===== config.mk =====
export PLATFORM = sky130hd
export DESIGN_NAME = tetris_row_fetcher
export DESIGN_NICKNAME = d
export VERILOG_FILES = /design/src/rtl/tetris_row_fetcher.sv
export SDC_FILE = /design/constraint.sdc
export NUM_CORES = 1
export LEC_CHECK = 0
export CAP_MARGIN = 20
export CORE_MARGIN = 2
export CORE_UTILIZATION = 45
export DETAILED_ROUTE_END_ITERATION = 8
export GPL_TIMING_DRIVEN = 0
export PLACE_DENSITY = 0.68
export SYNTH_ARGS = -nofsm -noshare
export SYNTH_HDL_FRONTEND = slang
export SYNTH_SLANG_ARGS = --single-unit

===== constraint.sdc =====
create_clock -name clk -period 2.5 [get_ports clk]
set_input_delay 0.375 -clock clk [delete_from_list [all_inputs] [get_ports clk]]
set_output_delay 0.375 -clock clk [all_outputs]
set_load 0.01 [all_outputs]

===== src/rtl/tetris_row_fetcher.sv =====
// rtl/tetris_row_fetcher.sv - board row prefetch during hblank and per-pixel cell coordinate/colour sequencer
module tetris_row_fetcher #(
  parameter int BOARD_W = 10,
  parameter int BOARD_H = 20,
  parameter int CELL_W  = 26,
  parameter int CELL_H  = 32,
  parameter int X0      = 192,
  parameter int Y0      = 0
) (
  input  logic        clk,
  input  logic        rst,
  input  logic        line_start,
  input  logic [9:0]  fetch_y,
  input  logic        px_valid,
  input  logic [9:0]  px_x,
  input  logic [9:0]  px_y,
  output logic        ram_req,
  output logic [7:0]  ram_addr,
  input  logic        ram_gnt,
  input  logic [2:0]  ram_rdata,
  output logic        sh_valid,
  output logic        in_board,
  output logic [5:0]  block_x,
  output logic [5:0]  block_y,
  output logic [11:0] in_color,
  output logic        busy,
  output logic        underrun
);

  localparam int CY_W  = $clog2(CELL_H);
  localparam int ROW_W = $clog2(BOARD_H + 1);
  localparam int COL_W = $clog2(BOARD_W + 1);
  localparam int BX_W  = $clog2(CELL_W);
  localparam logic [10:0] BOARD_PIX = 11'(BOARD_H * CELL_H);

  typedef enum logic [1:0] {IDLE, REQ, DRAIN} state_t;

  state_t state, state_n;

  logic [ROW_W-1:0] last_row;
  logic [ROW_W-1:0] fetch_row;
  logic             row_valid;
  logic [COL_W-1:0] col_req;
  logic             acc_d;
  logic [COL_W-1:0] acc_col;
  logic [2:0]       back  [BOARD_W];
  logic [2:0]       front [BOARD_W];

  logic [BX_W-1:0]  walk_bx;
  logic [COL_W-1:0] walk_col;
  logic             walk_on;

  // Row decode for the line about to be displayed
  logic [10:0]      dy;
  logic             line_in_board;
  logic [ROW_W-1:0] row_calc;
  logic             go_fetch;

  assign dy            = {1'b0, fetch_y} - 11'(Y0);
  assign line_in_board = !dy[10] && (dy < BOARD_PIX);
  assign row_calc      = ROW_W'(dy >> CY_W);
  assign go_fetch      = line_in_board && (row_calc != last_row);

  logic start_fetch, invalidate, accept, commit;

  // A line_start in any state re-runs the idle decision; mid-fetch this is an abort.
  always_comb begin
    state_n     = state;
    start_fetch = 1'b0;
    invalidate  = 1'b0;
    accept      = 1'b0;
    commit      = 1'b0;
    if (line_start) begin
      state_n     = go_fetch ? REQ : IDLE;
      start_fetch = go_fetch;
      invalidate  = !line_in_board;
    end else begin
      case (state)
        REQ: begin
          if (ram_gnt) begin
            accept = 1'b1;
            if (col_req == COL_W'(BOARD_W - 1)) state_n = DRAIN;
          end
        end
        DRAIN: begin
          commit  = 1'b1;
          state_n = IDLE;
        end
        default: state_n = IDLE;
      endcase
    end
  end

  logic [7:0] addr_calc;
  assign addr_calc = 8'(fetch_row) * 8'(BOARD_W) + 8'(col_req);
  assign ram_req   = (state == REQ);
  assign ram_addr  = ram_req ? addr_calc : 8'd0;
  assign busy      = (state != IDLE);

  // Horizontal walk: derive this pixel's cell position from the previous strobe
  logic [BX_W-1:0]  cur_bx;
  logic [COL_W-1:0] cur_col;
  logic             cur_in;

  always_comb begin
    cur_bx  = '0;
    cur_col = '0;
    cur_in  = 1'b0;
    if (px_x == 10'(X0)) begin
      cur_in = 1'b1;
    end else if ((px_x > 10'(X0)) && walk_on) begin
      if (walk_bx == BX_W'(CELL_W - 1)) begin
        cur_col = walk_col + COL_W'(1);
        cur_in  = (cur_col < COL_W'(BOARD_W));
      end else begin
        cur_bx  = walk_bx + BX_W'(1);
        cur_col = walk_col;
        cur_in  = 1'b1;
      end
    end
  end

  function automatic logic [11:0] palette(input logic [2:0] code);
    case (code)
      3'd1:    palette = 12'h0FF;
      3'd2:    palette = 12'h00F;
      3'd3:    palette = 12'hF80;
      3'd4:    palette = 12'hFF0;
      3'd5:    palette = 12'h0F0;
      3'd6:    palette = 12'hF0F;
      3'd7:    palette = 12'hF00;
      default: palette = 12'h000;
    endcase
  endfunction

  logic            pix_in;
  logic [2:0]      code_sel;
  logic [CY_W-1:0] py_low;
  logic            unused_py;

  assign pix_in    = px_valid && row_valid && cur_in;
  assign code_sel  = cur_in ? front[cur_col] : 3'd0;
  assign py_low    = px_y[CY_W-1:0] - CY_W'(Y0);
  assign unused_py = ^px_y[9:CY_W];

  always_ff @(posedge clk) begin
    if (rst) begin
      state     <= IDLE;
      last_row  <= '1;
      fetch_row <= '0;
      row_valid <= 1'b0;
      col_req   <= '0;
      acc_d     <= 1'b0;
      acc_col   <= '0;
      for (int i = 0; i < BOARD_W; i++) begin
        back[i]  <= 3'd0;
        front[i] <= 3'd0;
      end
      walk_bx   <= '0;
      walk_col  <= '0;
      walk_on   <= 1'b0;
      underrun  <= 1'b0;
      sh_valid  <= 1'b0;
      in_board  <= 1'b0;
      block_x   <= 6'd0;
      block_y   <= 6'd0;
      in_color  <= 12'd0;
    end else begin
      state <= state_n;

      if (start_fetch) begin
        col_req   <= '0;
        fetch_row <= row_calc;
      end else if (accept) begin
        col_req <= col_req + COL_W'(1);
      end

      acc_d   <= accept;
      acc_col <= col_req;
      // Read data landing on an abort cycle belongs to the discarded fetch
      if (acc_d && !line_start) back[acc_col] <= ram_rdata;

      // The last column's data arrives in the commit cycle, so bypass it into front
      if (commit) begin
        for (int i = 0; i < BOARD_W; i++)
          front[i] <= (acc_d && (acc_col == COL_W'(i))) ? ram_rdata : back[i];
        row_valid <= 1'b1;
        last_row  <= fetch_row;
      end else if (invalidate) begin
        row_valid <= 1'b0;
        last_row  <= '1;
      end

      if (px_valid && (state != IDLE)) underrun <= 1'b1;

      if (px_valid) begin
        walk_bx  <= cur_bx;
        walk_col <= cur_col;
        walk_on  <= cur_in;
      end

      sh_valid <= px_valid;
      in_board <= pix_in;
      block_x  <= pix_in ? 6'(cur_bx) : 6'd0;
      block_y  <= pix_in ? 6'(py_low) : 6'd0;
      in_color <= pix_in ? palette(code_sel) : 12'd0;
    end
  end

endmodule

==> flow_summary.toml <==
[clock_network]
cts.reportedPaths.clkPinSlew_ns = 0.07
clockRootBuffer = "clkbuf_16"
max-clock-path-buffers = 2
clock-sinks = 109
insertion_delay_ns = 0.36
cts_tree = "built"
cts_buffers = 9
htree_levels = 3

[sta]
finalSetupViolCount = 3
fin_ws_ns = -0.325
post-route-period-util_pct = 113
rsz0062_at_grt = "true"
hold_violations = 0
clock.fmax_ghz = 0.354
finalSetupTns_ns = -0.594
relSlewSlack_pct = 38.6
period_needed_ns = 2.83
maxSlewViolCount = 0
worst_pin_slew_ns = 0.916
clock_skew_ns = 0.00936

[run_status]
outcome = "finished, violations left"
violations = "setup timing"

[global_route]
grt_pass1_wl_um = 18900
overflow = 0
grt_pass1_vias = 3802
grt_start_max_net_pins = 18
track_usage_pct = 18.7
antenna_found_initial = 0

[routing]
wirelength_um = 12000
dr.pass1.iters = 5
ant_nets = 0
vias_per_cell = 5.21
avgRoutedWirePerCell_um = 15.7
remaining_drc_errors = 0
drt-initial-drc-count = 225
num_vias = 3986

[yosys]
netlist_instances = 518
synthFlopType = "edfxtp_1"
synth_edf_count = 60
syn_area_um2 = 5430
ys_types = 59
syn_area_per_cell_um2 = 10.5
ys_ff_latch = 109
yosysWarnings = 0
seq_area_frac_synth_pct = 51.2
async_flop_share_pct = 0

[pwr]
max-vdd-ir-drop_uv = 284
powerDensity_nw_per_um2 = 503
p_leak_nw = 2.60
power.total_mw = 3.50

[critical_path]
reg2reg_from = "walk_bx[1]"
cp-start-kind = "flop"
reg2regPathDepth = 12
cp-end-kind = "primary output"
crit_required_ns = 2.12
arrival_ns = 2.45
regToRegEndpoint = "in_color[3]"
cp_max_fo = 3
r2r_slack_ns = 0.05
critPathKind = "flop to primary output"

[cells_and_area]
layout-drive-gt1-share_pct = 19.4
antenna_cells = 0
layout.cells.non_filler = 765
syn_to_final_growth_pct = 27.9
final_util_pct = 58.3
fin_nets = 667

[floorplanning]
initial_utilization_pct = 45.6
die_x_um = 114
rows = 40
die-area_um2 = 13000
coreArea_um2 = 11900
ioPinCount = 75
die_h_um = 114

[placement]
portBuffers = 58
place_inst = 725
gp_congestion = 0.846
place_hpwl_um = 8580

[worst_hold_path]
holdPathEnd = "acc_col[2]"
worstHoldStart = "rst"
hold_depth = 2
min_path_type = "input pin to flop"

[flow_run]
maxCapViolCount = 0
==> critical path, stage by stage, from the launching register on <==
cell     delay [ns]
dfxtp_4        0.37
ha_4           0.25
ha_4           0.16
fa_2           0.36
xor2_2         0.17
buf_4          0.14
or3_4          0.36
a21oi_2        0.14
buf_2          0.14
==> per-layer routing <==
layer	up-vias	wire length [um]	track usage, %
met3	14	543	2.98
met5	-	0	0
li1	1996	-	-
met2	87	6040	32.7
met1	1889	5250	23.5
met4	0	163	6.42
==> layout by cell type (no fill, tap or decap), types with 10 or more instances in the layout <==
| master | netlist | routed |
|---|---|---|
| dfxtp_1 | 49 | 41 |
| mux2i_1 | 37 | 36 |
| and2_1 | 37 | 37 |
| xor2_1 | 11 | 10 |
| or2_2 | 12 | 12 |
| nand3_1 | 18 | 17 |
| buf_4 | 10 | 31 |
| nor2_1 | 68 | 68 |
| o21ai_0 | 16 | 14 |
| a21oi_1 | 26 | 20 |
| clkdlybuf4s50_1 | 0 | 53 |
| nand2_1 | 29 | 29 |
| clkbuf_1 | 16 | 17 |
| edfxtp_1 | 60 | 60 |
==> timing repair <==
action	in CTS	in global routing
cloned	0	0
gates resized for setup	39	32
setup endpoints to repair	18	9
buffers inserted	11	14
hold buffers	0	0
pin swaps	6	20
==> power by group <==
| part | leakage (nW) | switching [mW] | total, mW | internal, mW |
|---|---|---|---|---|
| registers | 1.02 | 0.0206 | 1.94 | 1.92 |
| logic | 1.46 | 0.142 | 0.270 | 0.128 |
| clock network | 0.123 | 0.619 | 1.28 | 0.663 |
==> synth_stat cells, drive strengths merged (11+ instances only) <==
cell type,count,area (um^2)
edfxtp,60,1800
xor2,11,96.3
o21ai,18,93.8
a21oi,27,146
mux2i,38,393
nand2,29,109
clkbuf,16,60.1
and2,37,231
ha,14,175
nor2,70,278
nand3,18,90.1
dfxtp,49,981
buf,15,104
or2,12,75.1
==> final cells by class <==
type,count,area (um^2)
fill,1007,4970
sequential,109,2800
multi-input combinational,370,2720
timing repair buffer,83,782
clock buffer,10,229
tap,147,184
buffer,31,166
inverter,9,33.8
clock inverter,6,30.0
==> cells by family (layout without fill, tap and decap cells) <==
kind of cell             Yosys count  in the layout  synth area share, %
multiplexers                      39             39                 7.44
adder cells (fa/ha/maj)           16             16                 3.96
AND/OR/NAND/NOR                  217            217                 20.9
flip-flops                       109            109                 51.2
AO/OA/AOI/OAI                     75             75                 9.12
buffers and inverters             40            139                 3.64
XOR/XNOR                          21             21                 3.66
other                              1              2               0.0691
==> metrics by stage <==
stage | worst slack [ns] | area (um^2) | hold WS [ns]
after global placement | -0.967 | 6200 | 0.449
after CTS | -0.276 | 6670 | 0.445
after floorplan | 0.0961 | 5430 | 0.450
after global routing | -0.361 | 6940 | 0.467
final | -0.325 | 6940 | 0.435
after detailed placement | -0.517 | 6220 | 0.462
==> state kept, by name, indices dropped and copies added (netlist names), 2 cells and up <==
signal	count
walk_bx	5
in_color	4
back	30
last_row	5
front	30
state	2
acc_col	4
walk_col	4
block_x	5
block_y	5
fetch_row	5
col_req	4
==> how the worst max path moves through the flow <==
stage,startpoint,to,slack (ns),cells after the start
detailed placement,fetch_row[1],ram_addr[6],-0.52,7
floorplan,state[0],last_row[0],0.1,4
CTS,fetch_row[1],ram_addr[6],-0.28,8
global placement,line_start,last_row[2],-0.97,4
finish,fetch_row[3],ram_addr[6],-0.33,8
global route,fetch_row[3],ram_addr[6],-0.36,8
Power figures use the tool's default switching activity.
